[config.mk]
export PLATFORM = sky130hd
export DESIGN_NAME = alu_acc_sequencer
export DESIGN_NICKNAME = d
export VERILOG_FILES = /design/src/rtl/alu_acc_sequencer.sv
export SDC_FILE = /design/constraint.sdc
export NUM_CORES = 1
export LEC_CHECK = 0
export ABC_CLOCK_PERIOD_IN_PS = 3500
export CAP_MARGIN = 20
export CORE_UTILIZATION = 49
export CTS_CLUSTER_SIZE = 10
export DETAILED_ROUTE_END_ITERATION = 8
export GPL_TIMING_DRIVEN = 1
export PLACE_DENSITY = 0.86
export SYNTH_ARGS = -nofsm -noshare
export SYNTH_HDL_FRONTEND = slang
export SYNTH_SLANG_ARGS = --single-unit
[constraint.sdc]
create_clock -name clk -period 3.5 [get_ports clk]
set_input_delay 0.525 -clock clk [delete_from_list [all_inputs] [get_ports clk]]
set_output_delay 0.525 -clock clk [all_outputs]
set_load 0.1 [all_outputs]
[src/rtl/alu_acc_sequencer.sv]
// Moore control sequencer for an accumulator/ALU datapath: single-cycle LDA/ADD/SUB/AND
// and four-iteration shift-add multiply / shift-subtract divide.
module alu_acc_sequencer (
    input  logic       clk,
    input  logic       reset_n,
    input  logic       start,
    input  logic [2:0] opcode,
    input  logic       abort,
    input  logic       zero_flag_in,
    input  logic       sign_flag_in,
    output logic       op_add,
    output logic       op_sub,
    output logic       op_mul,
    output logic       op_div,
    output logic       op_and,
    output logic       rd_en,
    output logic       acc_in_select,
    output logic       acc_high_reset_p,
    output logic [1:0] acc_high_select,
    output logic [1:0] acc_low_select,
    output logic       busy,
    output logic       done,
    output logic       err,
    output logic       flag_z,
    output logic       flag_s
);

    typedef enum logic [2:0] {
        S_IDLE, S_LOAD, S_EXEC, S_MUL_ADD, S_MUL_SHF, S_DIV_SHF, S_DIV_SUB, S_DONE
    } state_t;

    localparam logic [2:0] OP_LDA = 3'b001;
    localparam logic [2:0] OP_ADD = 3'b010;
    localparam logic [2:0] OP_SUB = 3'b011;
    localparam logic [2:0] OP_AND = 3'b100;
    localparam logic [2:0] OP_MUL = 3'b101;
    localparam logic [2:0] OP_DIV = 3'b110;

    state_t     r_state;
    state_t     w_stateNext;
    logic [1:0] r_cnt;
    logic [2:0] r_opcode;
    logic       r_err;
    logic       r_flagZ;
    logic       r_flagS;
    logic       w_accept;
    logic       w_illegal;
    logic       w_abortActive;

    assign w_accept      = (r_state == S_IDLE) && start && !abort;
    assign w_illegal     = (opcode == 3'b000) || (opcode == 3'b111);
    assign w_abortActive = abort && (r_state != S_IDLE);

    always_ff @(posedge clk or negedge reset_n) begin
        if (!reset_n) begin
            r_state <= S_IDLE;
        end else begin
            r_state <= w_stateNext;
        end
    end

    always_comb begin
        w_stateNext = r_state;
        case (r_state)
            S_IDLE: begin
                if (w_accept) begin
                    case (opcode)
                        OP_LDA, OP_ADD, OP_SUB, OP_AND: w_stateNext = S_EXEC;
                        OP_MUL, OP_DIV:                 w_stateNext = S_LOAD;
                        default:                        w_stateNext = S_DONE;
                    endcase
                end
            end
            S_LOAD:    w_stateNext = (r_opcode == OP_MUL) ? S_MUL_ADD : S_DIV_SHF;
            S_EXEC:    w_stateNext = S_DONE;
            S_MUL_ADD: w_stateNext = S_MUL_SHF;
            S_MUL_SHF: w_stateNext = (r_cnt == 2'd3) ? S_DONE : S_MUL_ADD;
            S_DIV_SHF: w_stateNext = S_DIV_SUB;
            S_DIV_SUB: w_stateNext = (r_cnt == 2'd3) ? S_DONE : S_DIV_SHF;
            S_DONE:    w_stateNext = S_IDLE;
            default:   w_stateNext = S_IDLE;
        endcase
        if (w_abortActive) begin
            w_stateNext = S_IDLE;
        end
    end

    // The counter rolls 3->0 naturally on the last increment, which is also the exit to DONE.
    // An abort skips the DONE flag capture so the previous command's flags survive.
    always_ff @(posedge clk or negedge reset_n) begin
        if (!reset_n) begin
            r_cnt    <= 2'd0;
            r_opcode <= 3'b000;
            r_err    <= 1'b0;
            r_flagZ  <= 1'b0;
            r_flagS  <= 1'b0;
        end else if (w_abortActive) begin
            r_cnt <= 2'd0;
        end else begin
            if (w_accept) begin
                r_opcode <= opcode;
                r_err    <= w_illegal;
            end
            case (r_state)
                S_LOAD:               r_cnt <= 2'd0;
                S_MUL_SHF, S_DIV_SUB: r_cnt <= r_cnt + 2'd1;
                S_DONE: begin
                    r_flagZ <= zero_flag_in;
                    r_flagS <= sign_flag_in;
                end
                default: ;
            endcase
        end
    end

    always_comb begin
        op_add           = 1'b0;
        op_sub           = 1'b0;
        op_mul           = 1'b0;
        op_div           = 1'b0;
        op_and           = 1'b0;
        rd_en            = 1'b0;
        acc_in_select    = 1'b0;
        acc_high_reset_p = 1'b0;
        acc_high_select  = 2'b00;
        acc_low_select   = 2'b00;
        busy             = (r_state != S_IDLE);
        done             = (r_state == S_DONE);
        err              = r_err;
        flag_z           = r_flagZ;
        flag_s           = r_flagS;
        case (r_state)
            S_LOAD: begin
                rd_en            = 1'b1;
                acc_low_select   = 2'b11;
                acc_high_reset_p = 1'b1;
            end
            S_EXEC: begin
                if (r_opcode == OP_LDA) begin
                    rd_en          = 1'b1;
                    acc_low_select = 2'b11;
                end else begin
                    op_add          = (r_opcode == OP_ADD);
                    op_sub          = (r_opcode == OP_SUB);
                    op_and          = (r_opcode == OP_AND);
                    acc_in_select   = 1'b1;
                    acc_high_select = 2'b11;
                end
            end
            S_MUL_ADD: begin
                op_mul        = 1'b1;
                acc_in_select = 1'b1;
            end
            S_MUL_SHF: begin
                op_mul          = 1'b1;
                acc_high_select = 2'b01;
                acc_low_select  = 2'b01;
            end
            S_DIV_SHF: begin
                op_div          = 1'b1;
                acc_high_select = 2'b10;
                acc_low_select  = 2'b10;
            end
            S_DIV_SUB: begin
                op_div        = 1'b1;
                acc_in_select = 1'b1;
            end
            default: ;
        endcase
    end

endmodule

==> results.toml, run 1 <==
[floorplan]
row_count = 14
dieHeight_um = 43.1
dieArea_um2 = 1860
io_pins = 26
floorplan.initialDensity_pct = 53.7
coreArea_um2 = 1540
die_w_um = 43.1

[critical_path]
cp-end-kind = "primary output"
rr_startpoint = "r_state[2]$_DFFE_PN0P_"
cp-start-kind = "flip-flop"
r2r_slack_ps = 1900
critical_path.max_fanout = 19
r2r_end = "r_opcode[2]$_DFFE_PN0P_"
critical_path_class = "reg -> out"
required_ps = 2970
reg2reg_depth = 3
crit_arrival_ps = 1770

[route]
drtPass1Iterations = 4
drt-initial-drc-count = 18
viasPerCell = 5.64
drtAntennaViolNets = 0
post_drt_wl_per_cell_um = 12.2
drc = 0
drt-total-wl_um = 1610
vias = 744

[global_routing]
grt_first_pass_wirelength_um = 2730
grt_start_max_net_pins = 21
grt_pass1_vias = 629
track_usage_pct = 18.9
grt_overflow = 0
antenna_found_initial = 0

[timing]
rsz0062_at_grt = "false"
slew_viol_final = 0
setup_viol = 0
finalSetupTns_ps = 0
relSlewSlack_pct = 34.5
fmax_ghz = 0.435
fin_worst_skew_ps = 0.385
timing.final.crit_period_ps = 2300
worst_pin_slew_ps = 980
fin_crit_sh_pct = 65.6
hold_viol = 0

[synth]
synth_area_um2 = 828
synth_cells = 92
yosys_warnings = 0
synth_top_cell_area_share_pct = 33.2
synth.area.top_cells = "dfrtp_1 33%, mux2_4 5.4%, o21ai_0 4.8%"
synth_nets = 102
yosysSeqAreaShare_pct = 33.2
synth-seq-cells = 11
synth_top_area_cell = "dfrtp_1"
syn_area_per_cell_um2 = 9.00
synth_cell_types = 36

[clocking]
cts-root-buf = "clkbuf_4"
cts_resized = 0
cts_buffers = 3
clkSinkCount = 11
cts_setup_buffers = 0
clkTransAtPathRegs_ps = 70
h-tree-depth = 1
clockBufferDepth = 2
cts_tree = "yes"
cts_hold_buf = 0
clk_latency_ps = 250

[final_layout]
multi_input_area_um2 = 513
antenna_cells = 0
seq_area_um2 = 275
fin_area_um2 = 1060
n_fill_cell = 135
area_delta_synth_final_pct = 28.1
nNetsFinal = 127
mostFrequentLayoutCells = "14 x buf_4, 11 x dfrtp_1, 11 x clkdlybuf4s50_1"
drive_above_1_share_pct = 25.9
layout_commonest_cell = "buf_4"

[place]
port_buffers = 25
placed_area_um2 = 1030
gp_congestion = 0.722
dp_hpwl_um = 1250

[worst_hold_path]
min_path_type = "reg -> reg"
hold_start = "flag_z$_DFFE_PN0P_"
hold_end = "flag_z$_DFFE_PN0P_"
worstHoldPathCells = 1

[job]
max_cap_violations = 0

[status]
status = "completed"
==> stage by stage <==
| stage | worst slack [ps] | instances | hold slack (ps) | utilization [%] |
|---|---|---|---|---|
| finish | 1200 | 132 | 510 | 68.8 |
| global route | 1050 | 132 | 525 | 68.8 |
| CTS | 1200 | 132 | 512 | 68.8 |
| detailed placement | 1480 | 128 | 497 | 67.1 |
| global placement | 1510 | 128 | 490 | 67.1 |
| floorplan | 86.6 | 92 | 229 | - |
==> critical path, stage by stage, from the launching register on <==
cell      delay [ps]
dfrtp_1          600
nand2b_1         290
o21a_1           220
o21ai_2          100
buf_4            300
==> layout make-up <==
class                      instances  area share (%)
tap                               16            1.89
inverter                           3            1.06
sequential                        11            25.9
clock buffer                       4            2.48
timing repair buffer              25            20.3
multi-input combinational         73            48.3
==> registers in the layout, indices dropped and copies added (netlist names) <==
signal,cells
err,1
flag_s,1
flag_z,1
r_cnt,2
r_opcode,3
r_state,3
==> cells in the mapped netlist (all sizes together) <==
cell	number
dfrtp	11
nand2	10
o21ai	9
nor2	8
mux2	6
buf	4
nand2b	4
a21oi	3
a22oi	3
and3	3
inv	3
nand3b	3
nor2b	3
nor3	3
a31oi	2
o21a	2
xnor2	2
a21boi	1
a22o	1
and2b	1
clkbuf	1
ha	1
nand3	1
nor4	1
nor4b	1
nor4bb	1
o2111a	1
or2	1
or3b	1
xor2	1
==> metal layers <==
metal	track usage, %	routed length [um]
met1	26.2	709
met2	30.4	806
met5	0	0
met3	1.28	81
met4	7.27	17
==> worst max-delay path by stage <==
stage	start	to	cells after the start
floorplan	r_state[0]$_DFFE_PN0P_	op_mul	4
global route	r_state[0]$_DFFE_PN0P_	acc_low_select[0]	4
detailed placement	r_state[0]$_DFFE_PN0P_	acc_low_select[0]	4
global placement	r_opcode[2]$_DFFE_PN0P_	acc_low_select[0]	4
finish	r_state[0]$_DFFE_PN0P_	acc_low_select[0]	4
CTS	r_state[0]$_DFFE_PN0P_	acc_low_select[0]	4
==> cell families (layout without fill, tap and decap cells) <==
logic type,after synthesis,count (layout),synth area share [%]
muxes,6,6,9.52
DFF,11,11,33.2
xor gates and xnor gates,3,3,3.17
adders and majority gates,1,1,1.51
buffers and inverters,8,32,5.59
AOI/OAI and AO/OA,22,22,17.1
and+or+nand+nor,41,41,29.9
Power of run 1 is not shown: default switching activity piles up to over one toggle a cycle in this logic, so the estimate is an artifact.
==> run 2: changes to the inputs <==
ABC_CLOCK_PERIOD_IN_PS = 2400   (was 3500)
CORE_UTILIZATION = 45   (was 49)
PLACE_DENSITY = 0.8   (was 0.86)
clock period = 2.4 ns   (was 3.5 ns; I/O delays follow)
==> run 2 against run 1 <==
Effect of this change:
- final cell count rose by 6.8%
- non-clock buffer count did not move
- clock-buffer cell count did not move
- die area rose by 8.5%
==> results.toml, run 2 (synthesis results as in run 1) <==
[status]
status = "completed"

[critical_path]
cp-end-kind = "primary output"
required_ps = 2040
cp-start-kind = "flip-flop"
critical_path_class = "reg -> out"
reg2reg_depth = 3
r2r_slack_ps = 730
critical_path.max_fanout = 20
crit_arrival_ps = 1820

[timing]
fin_ws_ps = 224
slew_viol_final = 0
timing.final.crit_period_ps = 2180
relSlewSlack_pct = 51.6
holdWs_ps = 421
fin_crit_sh_pct = 90.7
setup_viol = 0
fin_worst_skew_ps = 1.98
hold_viol = 0
worst_pin_slew_ps = 727
rsz0062_at_grt = "false"
fmax_ghz = 0.460

[clocking]
cts_resized = 0
cts_tree = "yes"
clk_latency_ps = 270
h-tree-depth = 1
cts_hold_buf = 0
cts_setup_buffers = 0
cts_buffers = 3
clockBufferDepth = 2
clkTransAtPathRegs_ps = 70
cts-root-buf = "clkbuf_4"
clkSinkCount = 11

[worst_hold_path]
min_path_type = "in -> async"

[final_layout]
area_delta_synth_final_pct = 52.6
drive_above_1_share_pct = 32.8
layout_commonest_cell = "buf_12"
antenna_cells = 0
mostFrequentLayoutCells = "14 x buf_12, 11 x dfrtp_1, 9 x nand2_1"
nNetsFinal = 127
top_regs = "r_opcode: 3 flops, r_state: 3 flops, r_cnt: 2 flops"
fin_util_pct = 73.2

[place]
dp_slack_ps = 519
gp_congestion = 0.746
port_buffers = 25
dp_hpwl_um = 1360

[global_routing]
grt_first_pass_wirelength_um = 2950
grt_overflow = 0
grt_start_max_net_pins = 21
antenna_found_initial = 0
track_usage_pct = 19.9
grt_pass1_vias = 689

[route]
vias = 736
drtAntennaViolNets = 0
drt-initial-drc-count = 6
post_drt_wl_per_cell_um = 12.3
viasPerCell = 5.22
drtPass1Iterations = 2
drt-total-wl_um = 1730
drc = 0

[floorplan]
row_count = 15
dieArea_um2 = 2020
floorplan.initialDensity_pct = 48.0
coreArea_um2 = 1730
dieHeight_um = 44.9
io_pins = 26
die_w_um = 44.9

[job]
max_cap_violations = 0
-- run 2: final cells by class --
class	instances	area (um^2)
Sequential cell	11	275
Inverter	3	11.3
Timing Repair Buffer	25	383
Fill cell	141	463
Clock buffer	4	26.3
Tap cell	25	31.3
Multi-Input combinational cell	73	537
-- run 2: metrics by stage --
step                      std cells  area (um^2)  TNS (ps)
after floorplan                  92          858     -48.4
after global placement          137         1240         0
after detailed placement        137         1240         0
after CTS                       141         1260         0
after global routing            141         1260         0
final                           141         1260         0
-- run 2: path summary, 6_finish.rpt --
path                                              from                       to
worst max-delay path            r_state[2]$_DFFE_PN0P_       acc_high_select[0]
worst min-delay path                           reset_n  r_opcode[0]$_DFFE_PN0P_
worst max register to register  r_state[2]$_DFFE_PN0P_       flag_z$_DFFE_PN0P_
worst min register to register      flag_z$_DFFE_PN0P_       flag_z$_DFFE_PN0P_
max in group asynchronous                      reset_n       flag_z$_DFFE_PN0P_
min in group clk                    flag_z$_DFFE_PN0P_       flag_z$_DFFE_PN0P_
-- run 2: per-layer routing --
metal	GRT usage, %	part of all wire (%)	wire (um)	vias up
met4	9.09	1.9	33	0
met3	1.20	3.4	58	5
met5	0	0	0	-
met2	35.3	51	881	25
li1	-	-	-	372
met1	24.8	44	757	334
-- run 2: worst max-delay path: stages, from the launching register on --
cell and delay (ps):
dfrtp_1 820, and2b_1 300, a21oi_1 150, nor2_1 80, buf_12 210
Power of run 2 is left out for the same reason.
==> RTL edit 1, RTL diff (config.mk and constraints of run 1) <==
Reset style: synchronous (`reset_n`), changed in 2 clocked blocks.
--- a/src/rtl/alu_acc_sequencer.sv
+++ b/src/rtl/alu_acc_sequencer.sv
@@ -52,5 +52,5 @@
     assign w_abortActive = abort && (r_state != S_IDLE);
 
-    always_ff @(posedge clk or negedge reset_n) begin
+    always_ff @(posedge clk) begin
         if (!reset_n) begin
             r_state <= S_IDLE;
@@ -88,5 +88,5 @@
     // The counter rolls 3->0 naturally on the last increment, which is also the exit to DONE.
     // An abort skips the DONE flag capture so the previous command's flags survive.
-    always_ff @(posedge clk or negedge reset_n) begin
+    always_ff @(posedge clk) begin
         if (!reset_n) begin
             r_cnt    <= 2'd0;
Formal check against the unedited RTL: differs if reset_n is asserted again (counterexample within 4 cycles, from zero or initial values and one cycle with reset_n low); with reset_n held inactive, the same outputs for 10 cycles.
==> RTL edit 1 against run 1 <==
- area after synthesis down 2.0%
- worst setup slack lost 100 ps
- sequential cell count unchanged
- highest routed layer unchanged
- first-iteration DRC count fell by 44%
- final area decreased by 1.9%
- clock skew increased by 2.5 ps
- maximum frequency decreased by 4.3%
- register-to-register slack got worse by 90 ps
- utilization is 0.52 points lower
- routed wire length up 14%
- critical path type unchanged
Power is left out: it rests on default switching activity, and per cell area and clock period it moved more than threefold.
==> RTL edit 1: results (changes against run 1) <==
metric;value;unit;change
first-pass GRT wire length;3130;um;+15%
maximum net fanout on the critical path;17;;-2
layout cell share with drive strength beyond 1;19.5;%;-6.3 points
result of the run;finished clean;;
GRT Overall Usage;22.2;%;+3.4 points
Iter 0 DRT Violations;10;;-8
part of the Yosys area used for sequential elements;27.1;%;-6.1 points
routed vias;838;;+13%
average detailed-routed wire length per instance;12.7;um;+4.2%
number of distinct standard cells referenced by the synthesized netlist;41;;+14%
post-synthesis net count;113;;+11%
proportion of synthesized flip-flops having asynchronous set or reset;0;%;-100 points
Max stage delay on crit path;640;ps;+40 ps
CP Launch Point;r_state[1];;
HPWL Detailed;1420;um;+13%
met2 wire length;925;um;+15%
maximum number of pins on one net before global-route repair;24;;+14%
sequential fraction of total cell area;21.2;%;-4.8 points
multi-input gate area in the final layout;548;um2;+6.8%
count of placed standard cells including taps;140;;+9.4%
met1 wire length;810;um;+14%
Non-Clock Buffer Area Fraction;20.7;%;+0.39 points
slowest cell on the critical path;dfxtp_1;;
metal3 WL;76;um;-6.2%
via count of the first global-routing pass;739;;+17%
Hold Path Origin;flag_s;;
clock latency reported for the late side of the worst-skew pair;270;ps;+20 ps
clock-cell share of area;2.52;%;+0.048 points
## RTL edit 1: logic make-up after synthesis
kind of cell / share of synthesized area (%)
fa+ha+maj: 1.54
xor+xnor: 1.08
buf+inv: 5.39
compound gates: 24.8
mux: 2.47
simple gates: 37.6
flops: 27.1
## RTL edit 1: final timing paths
path / slack (ps) / cells past startpoint / to
min: 510 / 2 / flag_s
min reg2reg: 510 / 2 / flag_s
max: 1100 / 4 / op_add
max reg2reg: 1810 / 4 / r_state[2]
## RTL edit 1: stage by stage
step                      instance area, um2  hold slack (ps)
after floorplan                          812              474
after global placement                  1010              472
after detailed placement                1010              499
after CTS                               1040              515
after global routing                    1040              528
final                                   1040              511
## RTL edit 1: layer usage
| layer | vias up | global-route usage [%] |
|---|---|---|
| met3 | 2 | 1.28 |
| met4 | 0 | 11.3 |
| li1 | 433 | - |
| met2 | 29 | 38.2 |
| met5 | - | 0 |
| met1 | 374 | 27.7 |
==> RTL edit 2, RTL diff (flow settings as in run 1) <==
Without the edit above. Register the output `err`, with the module's reset; this adds one clock of latency there. The other outputs are not delayed to match.
--- a/src/rtl/alu_acc_sequencer.sv
+++ b/src/rtl/alu_acc_sequencer.sv
@@ -36,4 +36,6 @@
     localparam logic [2:0] OP_MUL = 3'b101;
     localparam logic [2:0] OP_DIV = 3'b110;
+
+    logic err_d;
 
     state_t     r_state;
@@ -127,5 +129,5 @@
         busy             = (r_state != S_IDLE);
         done             = (r_state == S_DONE);
-        err              = r_err;
+        err_d            = r_err;
         flag_z           = r_flagZ;
         flag_s           = r_flagS;
@@ -170,4 +172,12 @@
     end
 
+    always_ff @(posedge clk or negedge reset_n) begin
+        if (!reset_n) begin
+            err <= '0;
+        end else begin
+            err <= err_d;
+        end
+    end
+
 endmodule
 
Behaviour: not the same (Yosys sat finds a counterexample within 4 cycles, from zero or initial values and one cycle with reset_n low).
==> RTL edit 2 against run 1 <==
- utilization is 0.16 points higher
- final area is 0.24% higher
- routed wire length is 10% higher
- area after synthesis is 0.91% lower
- count of clock-buffer cells in the layout is 1 lower
- worst setup slack worse by 550 ps
- sequential cell count is 1 higher
- maximum frequency is 19% lower
- critical path type unchanged
Power is not shown: default switching activity piles up to over one toggle a cycle in this logic, so the estimate is an artifact.
==> RTL edit 2: results (changes against run 1) <==
metric;value;unit;change
result of the run;finished clean;;
global-route met3 utilization;2.98;%;+1.7 points
instance area at placement;1040;um2;+0.60%
Iter 0 DRT Violations;6;;-12
synth cell count leaders;dfrtp_1 (12), nor2_1 (7);;
Hold Path Origin;err_d;;
routed vias;717;;-3.6%
GR met2 Demand/Resource;34.8;%;+4.4 points
post-synthesis cell count;84;;-8.7%
depth of the worst hold-timing path;0;;-1
setup skew after layout;2.55;ps;+2.17 ps
first-pass GRT wire length;2970;um;+8.6%
worst setup path endpoint;busy;;
met1 wire length;776;um;+9.4%
clock latency reported for the late side of the worst-skew pair;270;ps;+20 ps
met2 wire length;895;um;+11%
final standard cell count with taps included and fillers excluded;125;;-5.3%
measured slew at the worst slew-check pin;971;ps;-8.72 ps
Max stage delay on crit path;970;ps;+370 ps
end of the worst register-to-register path;r_opcode[0];;
layout cell share with drive strength beyond 1;22.0;%;-3.8 points
reg-to-reg setup timing slack;1920;ps;+20 ps
slowest cell on the critical path;clkdlybuf4s50_1;;
multiplexer share of the synthesized area;10.8;%;+1.3 points
hold worst-path end;err;;
part of the Yosys area used for sequential elements;36.6;%;+3.4 points
cell family with the largest share of critical-path delay;buffers and inverters;;
Routed WL;1780;um;+10%
xor-xnor portion of the synthesized cell area;1.07;%;-2.1 points
metal3 WL;54;um;-33%
adder-cell area share of the yosys netlist;1.52;%;+0.014 points
RD Place Congestion;0.695;;-3.7%
maximum net fanout on the critical path;17;;-2
proportion of synthesized flip-flops having asynchronous set or reset;100;%;unchanged
nets;121;;-4.7%
via count of the first global-routing pass;677;;+7.6%
area fraction in compound gates after synthesis;17.1;%;about the same
number of distinct standard cells referenced by the synthesized netlist;37;;+2.8%
leading cell types by total area after synthesis;dfrtp_1 (37%), mux2_4 (5.5%), nand2b_1 (3.8%);;
HPWL Detailed;1380;um;+9.9%
RTL edit 2: changes by cell type in the layout (fill, tap and decap cells not counted), sizes merged, moves of 2 or more:
| cell | run 1 | this run |
|---|---|---|
| nand3b | 3 | 1 |
| a21oi | 3 | 5 |
| and4bb | 0 | 2 |
| a22oi | 3 | 0 |
| a31oi | 2 | 0 |
| nor3b | 0 | 2 |
| o21ai | 9 | 7 |
| nand2 | 10 | 5 |
RTL edit 2: through the flow:
| step | setup slack, ps | utilization, % |
|---|---|---|
| detailed placement | 969 | 67.5 |
| global placement | 988 | 67.5 |
| global route | 557 | 69.0 |
| floorplan | 52.1 | - |
| finish | 655 | 69.0 |
| CTS | 659 | 69.0 |
RTL edit 2: cell type report:
| class | instances | area (um2) |
|---|---|---|
| Clock buffer | 3 | 22.5 |
| Fill cell | 134 | 478 |
| Inverter | 3 | 11.3 |
| Multi-Input combinational cell | 66 | 492 |
| Sequential cell | 12 | 300 |
| Tap cell | 16 | 20.0 |
| Timing Repair Buffer | 25 | 218 |
